--- config.mk ---
export PLATFORM = sky130hd
export DESIGN_NAME = sr_latch_bank
export DESIGN_NICKNAME = d
export VERILOG_FILES = /design/src/rtl/sr_latch_bank.sv
export SDC_FILE = /design/constraint.sdc
export NUM_CORES = 1
export LEC_CHECK = 0
export BUFFER_PORTS_ARGS = -buffer_cell sky130_fd_sc_hd__clkbuf_2
export CAP_MARGIN = 20
export CORE_MARGIN = 10
export CORE_UTILIZATION = 50
export DETAILED_ROUTE_END_ITERATION = 12
export PLACE_DENSITY = 0.76
export SKIP_CTS_REPAIR_TIMING = 1
export SLEW_MARGIN = 20
export SYNTH_ARGS = -nofsm -noshare
export SYNTH_HDL_FRONTEND = slang
export SYNTH_SLANG_ARGS = --single-unit
--- constraint.sdc ---
create_clock -name i_clk -period 2.55 [get_ports i_clk]
set_input_delay 0.51 -clock i_clk [delete_from_list [all_inputs] [get_ports i_clk]]
set_output_delay 0.51 -clock i_clk [all_outputs]
set_load 0.01 [all_outputs]
--- src/rtl/sr_latch_bank.sv ---
// sr_latch_bank: a bank of CHANNELS clocked WIDTH-bit flag registers.
// Each channel can be loaded whole or edited bit-by-bit with set/reset masks.
// A key-protected lock (A5 then 5A) freezes all contents while engaged.
// Change detection (CHANGED) and error signalling (ERR) are one-cycle pulses.
// Every output comes straight from a flop.
module sr_latch_bank #(
  parameter int unsigned      WIDTH         = 8,
  parameter int unsigned      CHANNELS      = 4,
  parameter int unsigned      CONFLICT_MODE = 0,
  parameter logic [WIDTH-1:0] RESET_VALUE   = '0,
  parameter bit               LOCK_ON_RESET = 1'b0,
  localparam int unsigned     SEL_W         = (CHANNELS > 1) ? $clog2(CHANNELS) : 1
) (
  input  logic                      i_clk,
  input  logic                      i_rst,
  input  logic [SEL_W-1:0]          i_sel,
  input  logic                      i_en,
  input  logic [WIDTH-1:0]          i_d,
  input  logic                      i_sr_en,
  input  logic [WIDTH-1:0]          i_s,
  input  logic [WIDTH-1:0]          i_r,
  input  logic                      i_lock,
  input  logic                      i_key_valid,
  input  logic [7:0]                i_key,
  output logic [CHANNELS*WIDTH-1:0] o_q,
  output logic [CHANNELS*WIDTH-1:0] o_q_bar,
  output logic [CHANNELS-1:0]       o_changed,
  output logic                      o_locked,
  output logic                      o_err
);

  // The unlock sequence is two consecutive key bytes.
  localparam logic [7:0] KEY_FIRST  = 8'hA5;
  localparam logic [7:0] KEY_SECOND = 8'h5A;

  // The lock states. ARMED means the first key byte was accepted.
  typedef enum logic [1:0] {
    ST_UNLOCKED = 2'd0,
    ST_LOCKED   = 2'd1,
    ST_ARMED    = 2'd2
  } lock_state_t;

  localparam lock_state_t ST_RESET = LOCK_ON_RESET ? ST_LOCKED : ST_UNLOCKED;

  // This function computes the set/reset result for one channel.
  // When S and R are both high on a bit, CONFLICT_MODE picks the result:
  // 0 keeps the old value, 1 makes the bit 1, and 2 makes the bit 0.
  function automatic logic [WIDTH-1:0] apply_sr(
    input logic [WIDTH-1:0] old_v,
    input logic [WIDTH-1:0] s_v,
    input logic [WIDTH-1:0] r_v
  );
    logic [WIDTH-1:0] res_v;
    res_v = old_v;
    for (int unsigned b = 0; b < WIDTH; b++) begin
      case ({s_v[b], r_v[b]})
        2'b10:   res_v[b] = 1'b1;
        2'b01:   res_v[b] = 1'b0;
        2'b11: begin
          case (CONFLICT_MODE)
            32'd1:   res_v[b] = 1'b1;
            32'd2:   res_v[b] = 1'b0;
            default: res_v[b] = old_v[b];
          endcase
        end
        default: res_v[b] = old_v[b];
      endcase
    end
    return res_v;
  endfunction

  lock_state_t                r_state;
  lock_state_t                w_state_nxt;
  logic                       w_key_err;

  logic [CHANNELS*WIDTH-1:0]  r_q;
  logic [CHANNELS*WIDTH-1:0]  r_q_bar;
  logic [CHANNELS-1:0]        r_changed;
  logic                       r_locked;
  logic                       r_err;

  logic [CHANNELS*WIDTH-1:0]  w_q_nxt;
  logic [CHANNELS-1:0]        w_changed_nxt;
  logic                       w_req;
  logic                       w_sel_ok;
  logic                       w_wr_ok;
  logic                       w_acc_err;

  // A write attempt is legal only when the bank is unlocked and SEL is in range.
  assign w_req     = i_en | i_sr_en;
  assign w_sel_ok  = (32'(i_sel) < CHANNELS);
  assign w_wr_ok   = w_req & w_sel_ok & (r_state == ST_UNLOCKED);
  assign w_acc_err = w_req & ~(w_sel_ok & (r_state == ST_UNLOCKED));

  // Lock FSM state register. The reset state depends on LOCK_ON_RESET.
  always_ff @(posedge i_clk or posedge i_rst) begin
    if (i_rst) begin
      r_state <= ST_RESET;
    end else begin
      r_state <= w_state_nxt;
    end
  end

  // Lock FSM next state and key error.
  // LOCK has priority over key handling in every state.
  always_comb begin
    w_state_nxt = r_state;
    w_key_err   = 1'b0;
    case (r_state)
      ST_UNLOCKED: begin
        if (i_lock) begin
          w_state_nxt = ST_LOCKED;
        end else begin
          w_state_nxt = ST_UNLOCKED;
        end
      end
      ST_LOCKED: begin
        if (i_lock) begin
          w_state_nxt = ST_LOCKED;
        end else if (i_key_valid) begin
          if (i_key == KEY_FIRST) begin
            w_state_nxt = ST_ARMED;
          end else begin
            w_state_nxt = ST_LOCKED;
            w_key_err   = 1'b1;
          end
        end else begin
          w_state_nxt = ST_LOCKED;
        end
      end
      ST_ARMED: begin
        if (i_lock) begin
          w_state_nxt = ST_LOCKED;
        end else if (i_key_valid) begin
          if (i_key == KEY_SECOND) begin
            w_state_nxt = ST_UNLOCKED;
          end else begin
            w_state_nxt = ST_LOCKED;
            w_key_err   = 1'b1;
          end
        end else begin
          w_state_nxt = ST_LOCKED;
        end
      end
      default: begin
        // An unreachable encoding falls back to the protected state.
        w_state_nxt = ST_LOCKED;
      end
    endcase
  end

  // Next channel contents and per-channel change flags.
  // EN takes priority over SR_EN. Unselected channels hold their value.
  always_comb begin
    w_q_nxt       = r_q;
    w_changed_nxt = '0;
    for (int unsigned c = 0; c < CHANNELS; c++) begin
      if (w_wr_ok && (32'(i_sel) == c)) begin
        if (i_en) begin
          w_q_nxt[c*WIDTH +: WIDTH] = i_d;
        end else begin
          w_q_nxt[c*WIDTH +: WIDTH] = apply_sr(r_q[c*WIDTH +: WIDTH], i_s, i_r);
        end
      end else begin
        w_q_nxt[c*WIDTH +: WIDTH] = r_q[c*WIDTH +: WIDTH];
      end
      w_changed_nxt[c] = (w_q_nxt[c*WIDTH +: WIDTH] != r_q[c*WIDTH +: WIDTH]);
    end
  end

  // Output registers.
  // Q_BAR has its own flop so that it never depends on a comb path from Q.
  always_ff @(posedge i_clk or posedge i_rst) begin
    if (i_rst) begin
      r_q       <= {CHANNELS{RESET_VALUE}};
      r_q_bar   <= ~{CHANNELS{RESET_VALUE}};
      r_changed <= '0;
      r_locked  <= LOCK_ON_RESET;
      r_err     <= 1'b0;
    end else begin
      r_q       <= w_q_nxt;
      r_q_bar   <= ~w_q_nxt;
      r_changed <= w_changed_nxt;
      r_locked  <= (w_state_nxt != ST_UNLOCKED);
      r_err     <= w_acc_err | w_key_err;
    end
  end

  assign o_q       = r_q;
  assign o_q_bar   = r_q_bar;
  assign o_changed = r_changed;
  assign o_locked  = r_locked;
  assign o_err     = r_err;

endmodule

Yosys cells after proc, flatten, opt, wreduce, memory -nomap -nowiden

Cells that the tools add are included.

Equal/unequal tests: 27
Multiplexer cells: 55
Bitwise logic cells: 6
Reductions and logical operators: 7

Operator list:

| operator             | number |
|---|---|
| $pmux W1 S2          | 33 |
| $mux W8              | 8 |
| $ne A8 B8 Y1         | 4 |
| $not A32 Y32         | 1 |
| $eq A2 B2 Y1 const B | 11 |
| $eq A2 B1 Y1 const B | 10 |
| $mux W2              | 5 |
| $eq A8 B7 Y1 const B | 1 |
| $eq A8 B8 Y1 const B | 1 |
| $mux W1              | 8 |
| $pmux W2 S3          | 1 |
| $logic_and A1 B1 Y1  | 4 |
| $logic_not A2 Y1     | 2 |
| $and A1 B1 Y1        | 2 |
| $or A1 B1 Y1         | 2 |
| $reduce_bool A2 Y1   | 1 |
| $not A1 Y1           | 1 |

Register bits: 72
Input port bits: 40

Longest topological paths before layout

Gate-level depths: netlist of run 1.

Depth in word-level cells: 6
Gate-level depth with buffers: 9
Gate-level depth less buffers: 7

Least setup slack after synthesis of run 1

OpenSTA, ideal clock, no wires.

Path type: input to register
Start: input port i_r[3]
End: register r_changed[2] (netlist: o_changed[2])
Data arrival time: 1806 ps
Data required time: 2410 ps
Slack: 604 ps
Stages: 8
Path buffers: 1
Cell sequence: inv_1 > ha_1 > clkbuf_1 > nor2b_1 > mux2i_1 > o22ai_1 > a2111oi_0 > a31oi_1

Cells in the longest elaborated chain, start to end: 5
Elaborated cells between the ends (all ways): 6
Classes of those cells: eq/ne: 3; mux: 3

Ends and longest elaborated chain:

| what                                                | RTL line | RTL |
|---|---|---|
| start: declaration                                  | 21       | `input logic [WIDTH-1:0] i_r,` |
| $eq A2 B1 Y1 / $eq A2 B2 Y1 (equally long branches) | 56       | `case ({s_v[b], r_v[b]})` |
| $pmux W1 S2 (*)                                     | 56       |  |
| $mux W8 (*)                                         | 159      | `if (i_en) begin` |
| $mux W8 (*)                                         | 158      | `if (w_wr_ok && (32'(i_sel) == c)) begin` |
| $ne A8 B8 Y1 (*)                                    | 167      | `w_changed_nxt[c] = (w_q_nxt[c*WIDTH +: WIDTH] != r_q[c*WIDTH +: WIDTH]);` |
| via w_changed_nxt[2]                                | 83       | `logic [CHANNELS-1:0] w_changed_nxt;` |
| end signal: assignment                              | 183      | `r_changed <= w_changed_nxt;` |
| end: declaration                                    | 78       | `logic [CHANNELS-1:0] r_changed;` |

The timed path passes the listed nets; every way through them passes the cells marked *.

Final worst setup path of run 1

Start: register r_state[0]
End: register r_q[20] (netlist: o_q[20])

Cells in the longest elaborated chain, start to end: 4

Ends and longest elaborated chain:

| what                     | RTL line | RTL |
|---|---|---|
| start: declaration       | 72       | `lock_state_t r_state;` |
| start signal: assignment | 100      | `r_state <= w_state_nxt;` |
| $logic_not A2 Y1         | 92       | `assign w_wr_ok = w_req & w_sel_ok & (r_state == ST_UNLOCKED);` |
| $and A1 B1 Y1            | 92       |  |
| $logic_and A1 B1 Y1      | 158      |  |
| $mux W8                  | 158      |  |
| via w_q_nxt[20]          | 82       | `logic [CHANNELS*WIDTH-1:0] w_q_nxt;` |
| end signal: assignment   | 175      | `r_q <= {CHANNELS{RESET_VALUE}};` |
| end signal: assignment   | 181      | `r_q <= w_q_nxt;` |
| end: declaration         | 76       | `logic [CHANNELS*WIDTH-1:0] r_q;` |

The timed path passes the listed nets, and every way through them passes these cells.

==> results of run 1 <==
-- placed cells by master (no fill, tap or decap), types with 17 or more instances in the layout --
| cell | count |
|---|---|
| inv_1 | 20 |
| buf_4 | 17 |
| xnor2_1 | 28 |
| dfrtp_1 | 40 |
| dfstp_2 | 32 |
| a221o_1 | 30 |
| clkbuf_2 | 109 |
| nor2_1 | 44 |
| a22oi_1 | 35 |
| a221oi_1 | 33 |
-- path summary, 6_finish.rpt --
path | to | slack [ps] | depth (start not counted)
max | o_q[20] | 420 | 6
min | o_q[11] | 220 | 2
max reg2reg | o_q[20] | 420 | 6
min reg2reg | o_q_bar[15] | 610 | 1
max in group asynchronous | o_q_bar[16] | 1600 | 3
min in group i_clk | o_err | 450 | 4
-- flip-flops by register name (all words and copies together), names as in the netlist --
name	count
o_locked	1
o_q_bar	32
o_err	1
o_changed	4
o_q	32
r_state	2
-- per-layer routing --
metal	vias to the layer above	track usage (%)	wire, um	share of wire [%]
met5	-	0	0	0
met4	0	8.799	381	2.6
met3	31	6.877	1459	9.9
met2	221	34.82	6798	46
met1	2035	29.92	6172	42
li1	1868	-	-	-
-- worst reg2reg max path, cell delays in order (launching register included) --
cell and delay, ps:
dfrtp_1 410, inv_1 90, ha_1 270, o21ai_2 160, nor3b_2 330, and2_1 550, a221o_1 260
-- cells in the mapped netlist, types with 2 or more instances --
library cell	number	area, um2
nor2_1	44	165.2
dfrtp_1	40	1001
a22oi_1	35	262.8
a221oi_1	33	289.0
dfstp_2	32	840.8
a221o_1	30	300.3
xnor2_1	28	245.2
clkbuf_1	23	86.33
inv_1	21	78.83
nand2_1	14	52.55
xor2_1	13	113.9
ha_1	12	150.1
nor2b_1	12	75.07
o21ai_0	8	40.04
o22ai_1	8	50.05
nand3_1	7	35.03
a21oi_1	6	30.03
buf_2	6	30.03
mux2i_1	6	60.06
o221ai_1	6	52.55
a31oi_1	4	25.02
buf_6	4	45.04
nor3_1	4	20.02
nor4bb_1	4	40.04
and2_1	3	18.77
buf_1	3	11.26
a222oi_1	2	20.02
buf_4	2	15.01
nand2b_1	2	12.51
nor3b_2	2	25.02
nor4_1	2	12.51
o21bai_1	2	15.01
o221a_2	2	22.52
o31ai_1	2	15.01
or2_2	2	12.51
-- through the flow --
step	utilization, %	hold WS (ps)	total power (uW)	instances	cell area [um2]
5_1_grt	60.07	259.6	3475	650	5187
4_1_cts	60.07	242.6	3312	650	5187
3_5_place_dp	58.29	588.1	2530	635	5034
2_1_floorplan	-	556.1	2126	437	4373
6_report	60.07	224.5	3298	650	5187
3_3_place_gp	58.29	577.8	2517	635	5034
-- where the power goes --
part / switching [uW] / internal [uW] / leakage [uW] / total [uW]
registers: 182 / 1340 / 0.000740 / 1520
logic: 541 / 458 / 0.00144 / 999
clock network: 434 / 344 / 0.0000789 / 778
-- layout make-up --
class | instances | area, um2
timing repair buffer | 128 | 713.2
fill | 800 | 3448
clock buffer | 11 | 131.4
clock inverter | 4 | 22.52
sequential | 72 | 1842
multi-input combinational | 306 | 2265
inverter | 21 | 78.83
tap | 108 | 135.1
-- cell families (layout without fill, tap and decap cells) --
group                    Yosys count  in the layout  share of synthesized area [%]
AND/OR/NAND/NOR                  102            102                          11.76
AO/OA/AOI/OAI                    145            145                          27.01
multiplexers                       6              6                          1.373
buffers and inverters             59            164                          6.094
flip-flops                        72             72                          42.12
adder cells (fa/ha/maj)           12             12                          3.433
XOR/XNOR                          41             41                          8.212
==> impl_metrics.tcl, run 1 <==
set metrics [dict create \
    critPathTopFamily "simple AND/OR/NAND/NOR gates" \
    core-area_mm2 0.008636 \
    peakVddDrop_mv 0.3132 \
    grt_usage_pct 22.90 \
    cts_tree "yes" \
    routabilityCongestion 1.002 \
    critical-path-max-stage-delay_ps 550 \
    syn_to_final_growth_pct 18.63 \
    p_per_area_mw_per_mm2 635.7 \
    first_global_vias 4276 \
    fmax_mhz 469.4 \
    startpoint "r_state[0]" \
    numClockSinks 72 \
    ant_nets 0 \
    final_hold_viol_count 0 \
    drcViolationCount 0 \
    dieArea_mm2 0.01289 \
    path_buf_inv 1 \
    period_share_pct 83.55 \
    dieHeight_um 113.5 \
    initial_core_util_pct 50.64 \
    post_drt_wl_per_cell_um 22.79 \
    synthArstFlopShare_pct 100.0 \
    synth_top_flop_cell "dfrtp_1" \
    drive_gt1_share_pct 33.58 \
    clock_latency_ps 350 \
    finClkSkew_ps 8.527 \
    cts_buffer_depth 2 \
    ys_ff_latch 72 \
    yosys_warnings 0 \
    synthCells 437 \
    dpl.hpwl_mm 10.67 \
    worst_slack_ps 419.5 \
    fp.dieW_um 113.5 \
    firstDrtPassIters 7 \
    syn_area_mm2 0.004373 \
    grt_overflow 0 \
    rsz0062_at_grt "no" \
    endpoint_kind "flip-flop" \
    worst_pin_slew_ps 654.5 \
    max-slew-margin-rel_pct 56.31 \
    synth_cell_types 48 \
    critical_path_class "reg -> reg" \
    crit_chain "inv_1, ha_1, o21ai_2, nor3b_2, and2_1, a221o_1" \
    r2r_start "r_state[0]" \
    hold_path.class "in -> async" \
    status "finished, final reports clean" \
    cap_viol_max_count 0 \
    io_pins 110 \
    clockRootBuffer "clkbuf_8" \
    fin_crit_ps 2130 \
    ys_seq_area_share_pct 42.12 \
    cp-start-kind "flip-flop" \
    drtIter0Drc 347 \
    grt_pass1_wl_mm 23.67 \
    htreeDepth 3 \
    port_buffers 109 \
    p_leak_uw 0.002262 \
    synth-edff-count 0 \
    fin_tns_setup_ps 0 \
    vias 4155 \
    arrival_ps 2420 \
    setup-violations-final 0 \
    drt_wl_total_mm 14.81 \
    via_per_inst 6.392 \
    clk_pin_slew_ps 80 \
    crit_required_ps 2840 \
    diodes 0 \
    cts_buffers 9 \
    crit_path_max_fanout 16 \
    crit_slowest_cell "and2_1" \
    slew_violations 0 \
    grt_max_degree 70 \
    nets 590 \
    syn_avg_cell_area_um2 10.01 \
    fp-row-count 34 \
    antenna_found_initial 0 \
    dp_slack_ps 235.0 \
    syn-num-nets 489 \
]
Power figures use the tool's default switching activity.
==> run 2: changes to the inputs <==
ABC_AREA = 1   (was default)
CORE_UTILIZATION = 48   (was 50)
PLACE_DENSITY = 0.77   (was 0.76)
clock period = 1.8 ns   (was 2.55 ns; I/O delays follow)
==> impl_metrics.tcl, run 2 <==
set metrics [dict create \
    status "finished, final reports clean" \
    clock_latency_ps 350 \
    ant_nets 0 \
    p_leak_uw 0.003038 \
    fin_util_pct 61.63 \
    yosysTopAreaCellShare_pct 24.19 \
    post_drt_wl_per_cell_um 14.16 \
    grt_pass1_wl_mm 18.57 \
    synth-edff-count 0 \
    dp_cells 786 \
    critical_path_class "reg -> reg" \
    peakVddDrop_mv 0.5001 \
    rsz0062_at_grt "no" \
    io_pins 110 \
    yosys.area.top_type "dfrtp_1" \
    initial_core_util_pct 49.86 \
    finClkSkew_ps 9.185 \
    clk_pin_slew_ps 80 \
    syn_to_final_growth_pct 23.62 \
    crit_required_ps 2050 \
    endpoint_kind "flip-flop" \
    fp.dieW_um 112.8 \
    synth_top_flop_cell "dfrtp_1" \
    fp-row-count 33 \
    dpl.hpwl_mm 9.082 \
    dieArea_mm2 0.01273 \
    worst_pin_slew_ps 491.5 \
    ys_ff_latch 72 \
    cts_tree "yes" \
    cts_buffers 9 \
    yosysMostFrequentCell "nand2_1" \
    firstDrtPassIters 4 \
    cp-start-kind "flip-flop" \
    antenna_found_initial 0 \
    arrival_ps 1910 \
    p_per_area_mw_per_mm2 1027 \
    cap_viol_max_count 0 \
    core-area_mm2 0.008299 \
    first_global_vias 4077 \
    routabilityCongestion 0.9213 \
    max-slew-margin-rel_pct 67.23 \
    drive_gt1_share_pct 29.51 \
    ys_seq_area_share_pct 44.51 \
    synthCells 569 \
    synthArstFlopShare_pct 100.0 \
    drt_wl_total_mm 11.37 \
    fin_tns_setup_ps 0 \
    final_cell_mix "nand2_1, inv_1, clkbuf_2" \
    layout.cells.non_filler 803 \
    nets 745 \
    vias 3935 \
    hold_path.class "in -> async" \
    port_buffers 109 \
    grt_usage_pct 17.52 \
    htreeDepth 3 \
    synthTopCellsByCount "nand2_1, inv_1, nor2_1" \
    final_hold_viol_count 0 \
    synth_cell_types 24 \
    period_share_pct 92.34 \
    syn_area_mm2 0.004138 \
    synth.area.top_cells "dfrtp_1, dfstp_2, nand2_1" \
    yosys_warnings 0 \
    syn-num-nets 621 \
    diodes 0 \
    setup-violations-final 0 \
    slew_violations 0 \
    via_per_inst 4.900 \
    dieHeight_um 112.8 \
    drtIter0Drc 185 \
    drcViolationCount 0 \
    clockRootBuffer "clkbuf_8" \
    grt_max_degree 73 \
    fin_crit_ps 1662 \
    grt_overflow 0 \
    final_common_cell "nand2_1" \
    syn_avg_cell_area_um2 7.272 \
    fmax_mhz 601.6 \
    crit_path_max_fanout 11 \
    cts_buffer_depth 2 \
    numClockSinks 72 \
]
run 2: changes by cell type after synthesis, moves of 30 or more:
cell / before / now
inv_1: 21 / 115
nand4_1: 0 / 32
a221oi_1: 33 / 0
a22oi_1: 35 / 0
a221o_1: 30 / 0
nand2_1: 14 / 177
run 2: area by class of cell:
| type | count | area, um2 |
|---|---|---|
| clock inverters | 5 | 57.56 |
| inverters | 120 | 459.2 |
| repair buffers | 131 | 738.2 |
| multi-input cells | 359 | 1755 |
| well taps | 105 | 131.4 |
| fillers | 785 | 3184 |
| flip-flops and latches | 72 | 1842 |
| clock buffers | 11 | 131.4 |
run 2: power breakdown:
| part | internal [uW] | switching (uW) |
|---|---|---|
| clock | 641 | 620 |
| sequential | 2130 | 283 |
| combinational | 586 | 997 |
| total | 3350 | 1900 |
run 2: cell families after synthesis:
family,count (synthesis),synth area share [%]
fa+ha+maj,12,3.629
buf+inv,138,14.12
compound gates,38,5.474
simple gates,309,32.26
flops,72,44.51
run 2: per-stage QoR:
step | worst slack, ps | instance area, um2 | power (uW) | hold WS [ps]
floorplan | 302.4 | 4141 | 3275 | 485.3
finish | 137.9 | 5115 | 5251 | 81.72
CTS | 6.181 | 5044 | 5299 | 91.77
global placement | 63.69 | 4855 | 3982 | 464.2
global route | 12.99 | 5115 | 5595 | 117.0
detailed placement | 14.12 | 4855 | 4033 | 475.0
run 2: final timing paths:
check	startpoint	to	slack, ps	cells after the start
min in group i_clk	i_sr_en	o_err	280	3
max reg2reg	r_state[0]	o_q[17]	140	8
min	i_rst	o_q[7]	80	3
min reg2reg	o_q[6]	o_q_bar[6]	480	1
max	r_state[0]	o_q[17]	140	8
max in group asynchronous	i_rst	o_q_bar[9]	1380	3
run 2: routing by layer:
metal	track usage (%)	vias up	part of all wire, %
li1	-	1995	-
met1	20.29	1795	42
met2	29.15	126	48
met3	5.071	19	8.1
met4	8.291	0	2.0
met5	0	-	0
run 2: critical path, stage by stage, from the launching register on:
cell and delay (ps):
dfrtp_1 410, inv_1 150, ha_4 180, o21ai_4 110, nor2_4 150, inv_2 120
buf_4 180, a21oi_1 200, inv_1 60
==> run 3: changes to the inputs <==
CORE_MARGIN = default   (was 10)
==> impl_metrics.tcl, run 3 (same netlist as run 2, synthesis figures left out) <==
set metrics [dict create \
    dieArea_mm2 0.008996 \
    crit_path_max_fanout 14 \
    fin_tns_setup_ps 0 \
    first_global_vias 3642 \
    rsz0062_at_grt "no" \
    critical_path_class "reg -> reg" \
    io_pins 110 \
    drt_wl_total_mm 10.27 \
    cts_tree "yes" \
    worst_pin_slew_ps 462.7 \
    fp.dieW_um 94.85 \
    clk_pin_slew_ps 80 \
    vias 3893 \
    cts_buffers 9 \
    clockRootBuffer "clkbuf_8" \
    firstDrtPassIters 4 \
    endpoint_kind "flip-flop" \
    crit_required_ps 2080 \
    syn_to_final_growth_pct 22.41 \
    antenna_found_initial 0 \
    fin_crit_ps 1653 \
    finClkSkew_ps 11.59 \
    status "finished, final reports clean" \
    initial_core_util_pct 49.86 \
    peakVddDrop_mv 0.4729 \
    ant_nets 0 \
    diodes 0 \
    clock_latency_ps 340 \
    cap_viol_max_count 0 \
    arrival_ps 1930 \
    fin_total_pwr_uw 5290 \
    max-slew-margin-rel_pct 69.15 \
    core-area_mm2 0.008299 \
    numClockSinks 72 \
    drcViolationCount 0 \
    p_per_area_mw_per_mm2 1044 \
    p_leak_uw 0.003011 \
    fp-row-count 33 \
    dp_cells 780 \
    dieHeight_um 94.85 \
    period_share_pct 91.82 \
    post_drt_wl_per_cell_um 12.90 \
    drtIter0Drc 158 \
    fin_util_pct 61.03 \
    final_common_cell "nand2_1" \
    via_per_inst 4.891 \
    grt_max_degree 73 \
    final_cell_mix "nand2_1, inv_1, clkbuf_2" \
    grt_overflow 0 \
    cts_buffer_depth 2 \
    final_hold_viol_count 0 \
    setup-violations-final 0 \
    dpl.hpwl_mm 7.840 \
    htreeDepth 3 \
    routabilityCongestion 0.8741 \
    drive_gt1_share_pct 28.51 \
    cp-start-kind "flip-flop" \
    fmax_mhz 605.1 \
    grt_usage_pct 24.06 \
    nets 738 \
    hold_path.class "in -> async" \
    grt_pass1_wl_mm 16.44 \
    slew_violations 0 \
    port_buffers 109 \
    layout.cells.non_filler 796 \
]
==> run 3: cell types whose count changed in the layout (fill, tap and decap cells not counted), sizes merged <==
cell,previous run,this run
buf,22,15
bufinv,1,2
clkbuf,120,121
clkinv,4,2
==> run 3: per-stage QoR <==
stage                     area [um2]  hold WS (ps)  setup slack (ps)
after floorplan                 4141         485.3             302.4
after global placement          4810         469.2             100.8
after detailed placement        4810         476.7             49.55
after CTS                       5015         99.92             85.43
after global routing            5065         124.3             23.05
final                           5065         94.96             147.3
==> run 3: critical path, stage by stage (launching register included) <==
cell     delay (ps)
dfrtp_1         410
inv_1            90
ha_2            230
o21ai_4         110
nor2_2          190
buf_6           200
nand3_1          90
nand2_1          70
inv_1            40
nand2_1          60
nor2_1           50
nand2_1          50
==> run 3: layout make-up <==
type / instances / area (um2)
clock inverters: 4 / 70.07
fillers: 777 / 3234
well taps: 105 / 131.4
flip-flops and latches: 72 / 1842
clock buffers: 12 / 135.1
repair buffers: 124 / 685.7
multi-input cells: 359 / 1737
inverters: 120 / 464.2
==> run 3: path summary, 6_finish.rpt <==
check                                 from            to  slack (ps)  cells past startpoint
min in group i_clk                 i_sr_en         o_err         280                      3
worst min register to register     o_q[10]   o_q_bar[10]         480                      1
worst max register to register  r_state[1]  o_changed[2]         150                     11
worst min-delay path                 i_rst    r_state[1]          90                      3
max in group asynchronous            i_rst   o_q_bar[11]        1360                      3
worst max-delay path            r_state[1]  o_changed[2]         150                     11
==> run 3: where the power goes <==
part           total [uW]  internal (uW)  leakage, uW  switching (uW)
registers            2410           2130     0.000864             286
clock network        1360            778     0.000104             579
logic                1520            571      0.00204             950
total                5290           3480      0.00301            1810
==> run 3: layer usage <==
layer | global-route usage, % | vias to the layer above | wire length, um
li1 | - | 1974 | -
met1 | 31.12 | 1764 | 4530
met2 | 39.75 | 146 | 4951
met3 | 5.395 | 9 | 673
met4 | 7.828 | 0 | 116
met5 | 0 | - | 0
